===== src/rtl/alu_op_sequencer.sv =====
// Start/busy/done sequencer around a shared 4-bit adder and bitwise unit.
// Define ALU_MUL_SEQ_EN to build the 4-step shift-add multiply for opcode 110.
module alu_op_sequencer #(
    parameter int WIDTH = 4
`ifdef ALU_MUL_SEQ_EN
    ,
    parameter int MUL_STEPS = 4
`endif
) (
    input  logic               clk,
    input  logic               reset,
    input  logic               start,
    input  logic [2:0]         op,
    input  logic [WIDTH-1:0]   a,
    input  logic [WIDTH-1:0]   b,
    output logic               busy,
    output logic               done,
    output logic [2*WIDTH-1:0] result,
    output logic               carry,
    output logic               zero,
    output logic               err
);

    typedef enum logic [1:0] {
        Idle,
        Exec,
        Mul,
        Done
    } stateT;

    localparam logic [2:0] OpNegA = 3'd0;
    localparam logic [2:0] OpNegB = 3'd1;
    localparam logic [2:0] OpAdd  = 3'd2;
    localparam logic [2:0] OpSub  = 3'd3;
    localparam logic [2:0] OpAnd  = 3'd4;
    localparam logic [2:0] OpOr   = 3'd5;

    stateT state;
    stateT stateNext;

    logic [2:0]       opR;
    logic [WIDTH-1:0] aR;
    logic [WIDTH-1:0] bR;
    logic [WIDTH-1:0] addX;
    logic [WIDTH-1:0] addY;
    logic             addCin;
    logic [WIDTH:0]   sum;
    logic [WIDTH-1:0] andV;
    logic [WIDTH-1:0] orV;

`ifdef ALU_MUL_SEQ_EN
    localparam logic [2:0] OpMul = 3'd6;
    localparam int CntW = $clog2(MUL_STEPS);

    // acc = {partial high half, multiplier bits still to consume}
    logic [CntW-1:0]    cnt;
    logic [2*WIDTH-1:0] acc;
    logic [2*WIDTH-1:0] accNext;
    logic               lastStep;

    assign accNext  = {sum, acc[WIDTH-1:1]};
    assign lastStep = (cnt == CntW'(MUL_STEPS - 1));
`endif

    always_ff @(posedge clk) begin
        if (reset) begin
            state <= Idle;
        end else begin
            state <= stateNext;
        end
    end

    always_comb begin
        stateNext = state;
        case (state)
            Idle: begin
                if (start) begin
                    stateNext = Exec;
`ifdef ALU_MUL_SEQ_EN
                    if (op == OpMul) begin
                        stateNext = Mul;
                    end
`endif
                end
            end
            Exec: stateNext = Done;
`ifdef ALU_MUL_SEQ_EN
            Mul: begin
                if (lastStep) begin
                    stateNext = Done;
                end
            end
`endif
            Done: stateNext = Idle;
            default: stateNext = Idle;
        endcase
    end

    always_comb begin
        busy = (state != Idle);
        done = (state == Done);
    end

    // One adder serves negate, add, subtract and every multiply step.
    always_comb begin
        addX   = '0;
        addY   = '0;
        addCin = 1'b0;
        case (opR)
            OpNegA: begin
                addX   = ~aR;
                addCin = 1'b1;
            end
            OpNegB: begin
                addX   = ~bR;
                addCin = 1'b1;
            end
            OpAdd: begin
                addX = aR;
                addY = bR;
            end
            OpSub: begin
                addX   = aR;
                addY   = ~bR;
                addCin = 1'b1;
            end
            default: ;
        endcase
`ifdef ALU_MUL_SEQ_EN
        if (state == Mul) begin
            addX   = acc[2*WIDTH-1:WIDTH];
            addY   = acc[0] ? aR : '0;
            addCin = 1'b0;
        end
`endif
        sum  = {1'b0, addX} + {1'b0, addY} + {{WIDTH{1'b0}}, addCin};
        andV = aR & bR;
        orV  = aR | bR;
    end

    always_ff @(posedge clk) begin
        if (reset) begin
            opR    <= '0;
            aR     <= '0;
            bR     <= '0;
            result <= '0;
            carry  <= 1'b0;
            zero   <= 1'b0;
            err    <= 1'b0;
`ifdef ALU_MUL_SEQ_EN
            cnt    <= '0;
            acc    <= '0;
`endif
        end else begin
            case (state)
                Idle: begin
                    if (start) begin
                        opR <= op;
                        aR  <= a;
                        bR  <= b;
`ifdef ALU_MUL_SEQ_EN
                        cnt <= '0;
                        acc <= {{WIDTH{1'b0}}, b};
`endif
                    end
                end
                Exec: begin
                    err   <= 1'b0;
                    carry <= 1'b0;
                    case (opR)
                        OpNegA, OpNegB, OpAdd, OpSub: begin
                            result <= {{WIDTH{1'b0}}, sum[WIDTH-1:0]};
                            carry  <= sum[WIDTH];
                            zero   <= (sum[WIDTH-1:0] == '0);
                        end
                        OpAnd: begin
                            result <= {{WIDTH{1'b0}}, andV};
                            zero   <= (andV == '0);
                        end
                        OpOr: begin
                            result <= {{WIDTH{1'b0}}, orV};
                            zero   <= (orV == '0);
                        end
                        default: begin
                            result <= '0;
                            zero   <= 1'b1;
                            err    <= 1'b1;
                        end
                    endcase
                end
`ifdef ALU_MUL_SEQ_EN
                Mul: begin
                    acc <= accNext;
                    cnt <= cnt + 1'b1;
                    if (lastStep) begin
                        result <= accNext;
                        carry  <= 1'b0;
                        zero   <= (accNext == '0);
                        err    <= 1'b0;
                    end
                end
`endif
                default: ;
            endcase
        end
    end

endmodule


===== config.mk =====
export PLATFORM = sky130hd
export DESIGN_NAME = alu_op_sequencer
export DESIGN_NICKNAME = d
export VERILOG_FILES = /design/src/rtl/alu_op_sequencer.sv
export SDC_FILE = /design/constraint.sdc
export NUM_CORES = 1
export LEC_CHECK = 0
export ABC_CLOCK_PERIOD_IN_PS = 3250
export CAP_MARGIN = 10
export CORE_UTILIZATION = 49
export DETAILED_ROUTE_END_ITERATION = 8
export PLACE_DENSITY_LB_ADDON = 0.25
export SYNTH_ARGS = -nofsm -noshare
export SYNTH_HDL_FRONTEND = slang
export SYNTH_SLANG_ARGS = --single-unit

===== constraint.sdc =====
create_clock -name clk -period 3.25 [get_ports clk]
set_input_delay 0.4875 -clock clk [delete_from_list [all_inputs] [get_ports clk]]
set_output_delay 0.4875 -clock clk [all_outputs]
set_load 0.03 [all_outputs]

### Word-level counts from Yosys, hierarchy flattened

Index checks and enable logic that the tools add are counted.

| cells by class | value |
|---|---|
| bitwise gates (word level) | 4 |
| equality and inequality tests | 8 |
| add/subtract/negate cells | 2 |
| mux-type cells | 9 |
| reduce and logical (&&, ||, !) cells | 11 |

Operators by type and width:

| cell | number |
|---|---|
| $pmux W4 S3 | 2 |
| $logic_not A4 Y1 | 3 |
| $not A4 Y4 | 2 |
| $pmux W4 S2 | 1 |
| $eq A3 B2 Y1 const B | 2 |
| $eq A3 B3 Y1 const B | 2 |
| $reduce_or A6 Y1 | 1 |
| $add A4 B4 Y5 | 1 |
| $add A5 B1 Y5 | 1 |
| $and A4 B4 Y4 | 1 |
| $or A4 B4 Y4 | 1 |
| $pmux W2 S2 | 1 |
| $reduce_or A4 Y1 | 1 |
| $eq A3 B1 Y1 const B | 1 |
| $logic_not A3 Y1 | 1 |
| $mux W1 | 3 |
| $pmux W1 S3 | 1 |
| $reduce_or A3 Y1 | 1 |
| $eq A2 B1 Y1 const B | 1 |
| $eq A2 B2 Y1 const B | 1 |
| $logic_not A2 Y1 | 1 |
| $mux W2 | 1 |
| $ne A2 B2 Y1 const B | 1 |
| $reduce_and A2 Y1 | 1 |
| other kinds (2) | 2 |

| word-level totals | value |
|---|---|
| output and inout bits | 13 |
| word-level logic and storage cells | 42 |
| register bits | 24 |

### Logic depth before layout (Yosys ltp)

| logic depth | value |
|---|---|
| word-level depth | 7 |
| gate-level depth with buffers | 11 |

### Worst setup path after synthesis

Ideal clock, no wire load.

| timing | value |
|---|---|
| path type | reg-to-reg |
| start point | reg opR[0] |
| end point | reg zero |
| required time | 3.159 ns |
| arrival time | 2.378 ns |
| clock period less this slack | 2.469 ns |
| stages on the path, launching flop included | 12 |
| slack | 0.781 ns |
| path through | dfxtp_1 buf_4 buf_2 a211oi_1 a21oi_1 nor2_1 fa_1 fa_1 xor2_1 nor4_1 o21ai_0 a311oi_1 |

| on the way | value |
|---|---|
| word-level cells in the longest chain between the ends | 7 |
| elaborated cells between the ends (all ways) | 16 |
| those cells by class | add/sub: 2; eq/ne: 5; mux: 4; reduce/logical: 5 |

Ends and longest elaborated chain:

| element | RTL line | source |
|---|---|---|
| start: declaration | 41 | `logic [2:0] opR;` |
| start signal: assignment | 158 | `opR <= op;` |
| $eq A3 B2 Y1 | 109, 170 |  |
| $reduce_or A2 Y1 (no source line) | n/a |  |
| $pmux W4 S3 | 109 | `case (opR)` |
| $add A4 B4 Y5 | 136 | `sum = {1'b0, addX} + {1'b0, addY} + {{WIDTH{1'b0}}, addCin};` |
| $add A5 B1 Y5 | 136 |  |
| $logic_not A4 Y1 | 174 | `zero <= (sum[WIDTH-1:0] == '0);` |
| $pmux W1 S3 * | 170 | `case (opR)` |
| end signal: assignment | 174 |  |
| end signal: assignment | 178 | `zero <= (andV == '0);` |
| end signal: assignment | 182 | `zero <= (orV == '0);` |
| end: declaration | 20 | `output logic zero,` |

Every way passes the cells marked *; elsewhere a longest branch is shown, timed or not.
A chain may end at the register's enable or synchronous reset.

### Final worst setup path

| timing | value |
|---|---|
| start point | reg aR[0] |
| end point | reg zero |

| on the way | value |
|---|---|
| word-level cells in the longest chain between the ends | 6 |
| elaborated cells between the ends (all ways) | 10 |
| those cells by class | add/sub: 2; mux: 2; bitwise: 3; reduce/logical: 3 |

Ends and longest elaborated chain:

| element | RTL line | source |
|---|---|---|
| start: declaration | 42 | `logic [WIDTH-1:0] aR;` |
| start signal: assignment | 144 | `aR <= '0;` |
| start signal: assignment | 159 | `aR <= a;` |
| $not A4 Y4 | 111 | `addX = ~aR;` |
| $pmux W4 S3 | 109 |  |
| $add A4 B4 Y5 | 136 |  |
| $add A5 B1 Y5 | 136 |  |
| $logic_not A4 Y1 | 174 |  |
| $pmux W1 S3 * | 170 |  |

Marks and branches as above.

==> out/metrics.cfg <==
[worst_setup_path]
critPathLaunchType = register
r2r-end = zero
cp_max_fo = 6
crit_required_ps = 3470
r2r_slack_ps = 680
endpoint = zero
critical_path_class = reg -> reg
crit_path_start = aR[0]
crit_arrival_ps = 2780
endpoint_kind = register
reg2reg_from = aR[0]
reg2reg_depth = 10

[synthesis]
ys.warnings.count = 0
synth.area.top_cells = dfxtp_1 34%, a21oi_1 9.3%, nand2_1 8.9%
synth_cell_types = 34
synth.avg_cell_area_um2 = 7.644
ys_seq_area_share_pct = 33.79
async_reset_ff_share_pct = 0
synthCells = 155
synth_area_um2 = 1185
yosysMostFrequentCell = nand2_1
synth_top_area_cell = dfxtp_1
synth-main-ff-cell = dfxtp_1
synth-edff-count = 0
synth_top_area_share_pct = 33.79
synth_seq_cells = 20
synth_commonest_cells = 28 x nand2_1, 22 x a21oi_1, 20 x dfxtp_1

[routing]
vias = 1067
viasPerCell = 5.335
drt_iter0_markers = 20
drc_errors = 0
wl_per_cell_um = 12.30
wl_um = 2460
drtPass1Iterations = 4
antenna_left = 0

[timing]
report.final.slew_viol_count = 0
setup_tns_ps = 0
skew_ps = 14.88
rsz0062_at_grt = false
fin_crit_sh_pct = 78.95
finalSetupViolCount = 0
hold_viol = 0
worstMarginPinSlew_ps = 676.9
worst_slew_margin_rel_pct = 54.74
fin_crit_ps = 2566
max_freq_ghz = 0.3898

[clocking]
clk_latency_ps = 300
clock_path_buffers = 2
clk_pin_slew_ps = 120
post_cts_buffers = 0
tritoncts = done
cts_resized = 0
numClockSinks = 20
ctsHoldBuffers = 0
htree_levels = 1
cts_root_buf = clkbuf_4
cts_buffers = 3

[layout]
fin_area_um2 = 1419
finalNetCount = 193
regArea_um2 = 400.4
drive_above_1_share_pct = 4.651
layout.cells.non_filler = 200
syn_to_final_growth_pct = 19.75
multi_input_area_um2 = 714.4
diodes = 0
fillCellCount = 222
utilization_pct = 62.93

[global_route]
grt_pass1_vias = 1019
grt-ovfl-total = 0
antenna_found_initial = 0
grt_start_max_net_pins = 21
grt_use_total_pct = 21.62
grt_pass1_wl_um = 4278

[outcome]
status = finished clean

[die]
die_h_um = 51.18
die_area_um2 = 2619
row_count = 17
core-area_um2 = 2255
initial_utilization_pct = 52.55
ios = 27
fp.dieW_um = 51.18

[pwr]
cellLeakagePower_nw = 0.5327
ir_worst_vdd_v = 0.0002504
power_mw = 0.5927
p_per_area_nw_per_um2 = 417.7

[placed_design]
hpwlAfterDp_um = 1885
post-place-cells = 197
gp_congestion = 0.9572
io_buffers = 22
placed_cell_area_um2 = 1396

[hold_path]
worstHoldPathType = reg -> reg

[run]
drv_cap = 0

layout make-up:
| cell class | instances | share of cell area (%) |
|---|---|---|
| Inverter | 3 | 0.7937 |
| Multi-Input combinational cell | 122 | 50.35 |
| Sequential cell | 20 | 28.22 |
| Timing Repair Buffer | 24 | 16.58 |
| Tap cell | 28 | 2.469 |
| Clock buffer | 3 | 1.587 |
cells in the final DEF (no fill, tap or decap), types with 2 or more instances in the layout:
cell	instances
a211oi_1	3
a21oi_1	22
a221oi_1	3
and2_1	2
and3_1	2
buf_4	2
clkbuf_4	3
clkdlybuf4s50_1	22
conb_1	4
dfxtp_1	20
fa_1	2
ha_1	3
inv_1	3
maj3_1	3
nand2_1	28
nor2_1	18
nor2b_1	5
nor3_1	5
o21ai_0	3
o31a_1	2
xnor2_1	4
sequential cells by signal, indices dropped and copies added (netlist names):
| register | flops |
|---|---|
| carry | 1 |
| zero | 1 |
| opR | 3 |
| result | 4 |
| err | 1 |
| bR | 4 |
| state | 2 |
| aR | 4 |
per-layer routing:
metal / track usage [%] / share of wire, % / routed length [um]
met1: 25.46 / 47 / 1159
met2: 39.47 / 49 / 1212
met3: 3.571 / 3.0 / 74
met4: 6.481 / 0.53 / 13
met5: 0 / 0 / 0
where the power goes:
part | leakage (nW) | total, mW | internal [mW] | switching, mW
Combinational | 0.355 | 0.190 | 0.0862 | 0.104
Clock | 0.0138 | 0.119 | 0.0432 | 0.0753
Sequential | 0.164 | 0.284 | 0.263 | 0.0215
worst max-delay path: stages (launching register included):
cell	delay, ps
dfxtp_1	460
nor2b_1	160
a211oi_1	50
a21oi_1	130
nor2_1	70
fa_1	460
fa_1	420
xor2_1	170
nor4_1	180
o21ai_0	120
a311oi_1	240
stage by stage:
| stage | worst slack (ps) | hold slack, ps |
|---|---|---|
| CTS | 711.8 | 475.2 |
| global route | 471.7 | 543.2 |
| floorplan | 781.4 | 450.3 |
| detailed placement | 731.1 | 458.8 |
| finish | 684.3 | 476.3 |
| global placement | 805.2 | 445.3 |
logic make-up after synthesis:
family          synth area share [%]
simple gates                   26.50
fa+ha+maj                      9.082
flops                          33.79
mux                           0.9503
buf+inv                        6.864
other cells                   0.3165
compound gates                 18.80
xor+xnor                       3.696
worst min path at each step:
stage,from,to,slack [ps],cells after the start
finish,carry,carry,480,2
global route,carry,carry,540,2
CTS,carry,carry,480,2
detailed placement,carry,carry,460,2
global placement,carry,carry,450,2
floorplan,state[1],state[0],450,1
(Power assumes the default switching activity.)
==> edit: new RTL, config.mk and constraints unchanged <==
Set the parameter `WIDTH` to 6 (it was 4).
--- a/src/rtl/alu_op_sequencer.sv
+++ b/src/rtl/alu_op_sequencer.sv
@@ -1,7 +1,7 @@
 // Start/busy/done sequencer around a shared 4-bit adder and bitwise unit.
 // Define ALU_MUL_SEQ_EN to build the 4-step shift-add multiply for opcode 110.
 module alu_op_sequencer #(
-    parameter int WIDTH = 4
+    parameter int WIDTH = 6
 `ifdef ALU_MUL_SEQ_EN
     ,
     parameter int MUL_STEPS = 4
Ports: changed (resized a, b and result); port bits go from 27 to 35. No check against the original RTL was run, so the function may have changed too.
==> edit against the original RTL <==
- clock skew shrank 0.0096 ns
- synthesized cell count grew 48%
- routed wire length grew 46%
- setup slack lost 0.34 ns
- synthesized area grew 41%
- sequential cell count grew 6
- total power grew 53%
- cell area grew 42%
- largest cell class unchanged
==> edit: results (changes against the original RTL) <==
[run_status]
outcome=finished clean  ; unchanged

[cells_and_area]
biggestRegsByFlops=aR x6, bR x6, result x6  ; was aR x4, bR x4, result x4
layout-drive-gt1-share_pct=4.37  ; was 4.65%
layout.nets=278  ; was 193
num-fill-cells=308  ; was 222

[critical_path]
r2r_slack_ns=0.34  ; was 0.68 ns
critical_path.top_delay_family=compound AO/OA/AOI/OAI gates  ; was adder cells
r2r_start=opR[1]$_SDFFE_PP0P_  ; was aR[0]$_SDFFE_PP0P_
r2r-end=result[5]$_SDFFE_PP0P_  ; was zero$_SDFFE_PP0P_

[detailed_routing]
drt_wl_total_um=3590  ; was 2460 um
drt-initial-drc-count=70  ; was 20
wl_per_cell_um=12.1  ; was 12.3 um
wl_met1_um=1640  ; was 1160 um
dr_wl_met3_um=184  ; was 74 um
vias=1595  ; was 1067

[grt]
grt_pass1_vias=1470  ; was 1019
grt_use_met3_pct=2.56  ; was 3.57%
grt_pass1_wl_um=6420  ; was 4280 um
use_met2_pct=40.0  ; was 39.5%
grtUsageTotal_pct=23.0  ; was 21.6%
grtUsageMet1_pct=29.8  ; was 25.5%

[synthesis]
synth-compound-area-share_pct=21.4  ; was 18.8%
synth_cell_types=42  ; was 34
yosys_most_used_dff=dfxtp_1  ; unchanged
synthMuxAreaShare_pct=0.598  ; was 0.950%
syn_inst=230  ; was 155
synthTopCellsByCount=nand2_1 (38), a21oi_1 (27), nor2_1 (27)  ; was nand2_1 (28), a21oi_1 (22), dfxtp_1 (20)
synthAdderAreaFrac_pct=7.93  ; was 9.08%
ys_seq_area_share_pct=31.1  ; was 33.8%
synth-xor-area-share_pct=4.71  ; was 3.70%

[pwr]
comb-power_mw=0.309  ; was 0.190 mW
power.switching_mw=0.302  ; was 0.200 mW
combPwrFrac_pct=34.0  ; was 32.0%
pg_clk_mw=0.230  ; was 0.119 mW
worst_ir_drop_vdd_mv=0.225  ; was 0.250 mV
p_leak_nw=0.775  ; was 0.533 nW

[placed_design]
dpl.hpwl_um=2730  ; was 1880 um
place_ws_ns=0.443  ; was 0.731 ns
io_buffer_count=28  ; was 22
gp_congestion=0.834  ; was 0.957

[clock_tree]
clk_latency_ns=0.33  ; was 0.30 ns
clk_pin_slew_ns=0.15  ; was 0.12 ns

[worst_hold_path]
min_from=err$_SDFFE_PP0P_  ; was carry$_SDFFE_PP0P_
hold_path_end=err$_SDFFE_PP0P_  ; was carry$_SDFFE_PP0P_

[sta]
max_freq_mhz=344  ; was 390 MHz
max_slew_margin_pct=52.9  ; was 54.7%
holdWs_ns=0.468  ; was 0.476 ns

edit: cell count changes after synthesis, sizes merged, moves of 3 or more:
cell	before	now
a21oi	22	27
clkbuf	6	12
dfxtp	20	26
inv	3	10
nand2	28	38
nor2	18	27
nor2b	5	2
nor3	5	10
o21ai	3	9
edit: kinds of logic after synthesis:
logic type | after synthesis
muxes | 1
adders and majority gates | 10
xor gates and xnor gates | 9
and+or+nand+nor | 95
other | 1
AOI/OAI and AO/OA | 57
buffers and inverters | 31
DFF | 26
edit: worst min-delay path: stages, from the launching register on:
cell     delay, ns
dfxtp_1       0.34
nand2_1       0.05
a21oi_1       0.05
edit: final cells by class:
cell class	count	area (sq um)	area share [%]
clock inverters	1	30.0	1.49
inverters	10	37.5	1.86
well taps	44	55.1	2.72
repair buffers	34	325	16.1
flip-flops and latches	26	520	25.8
multi-input cells	178	1030	51.0
clock buffers	3	22.5	1.11
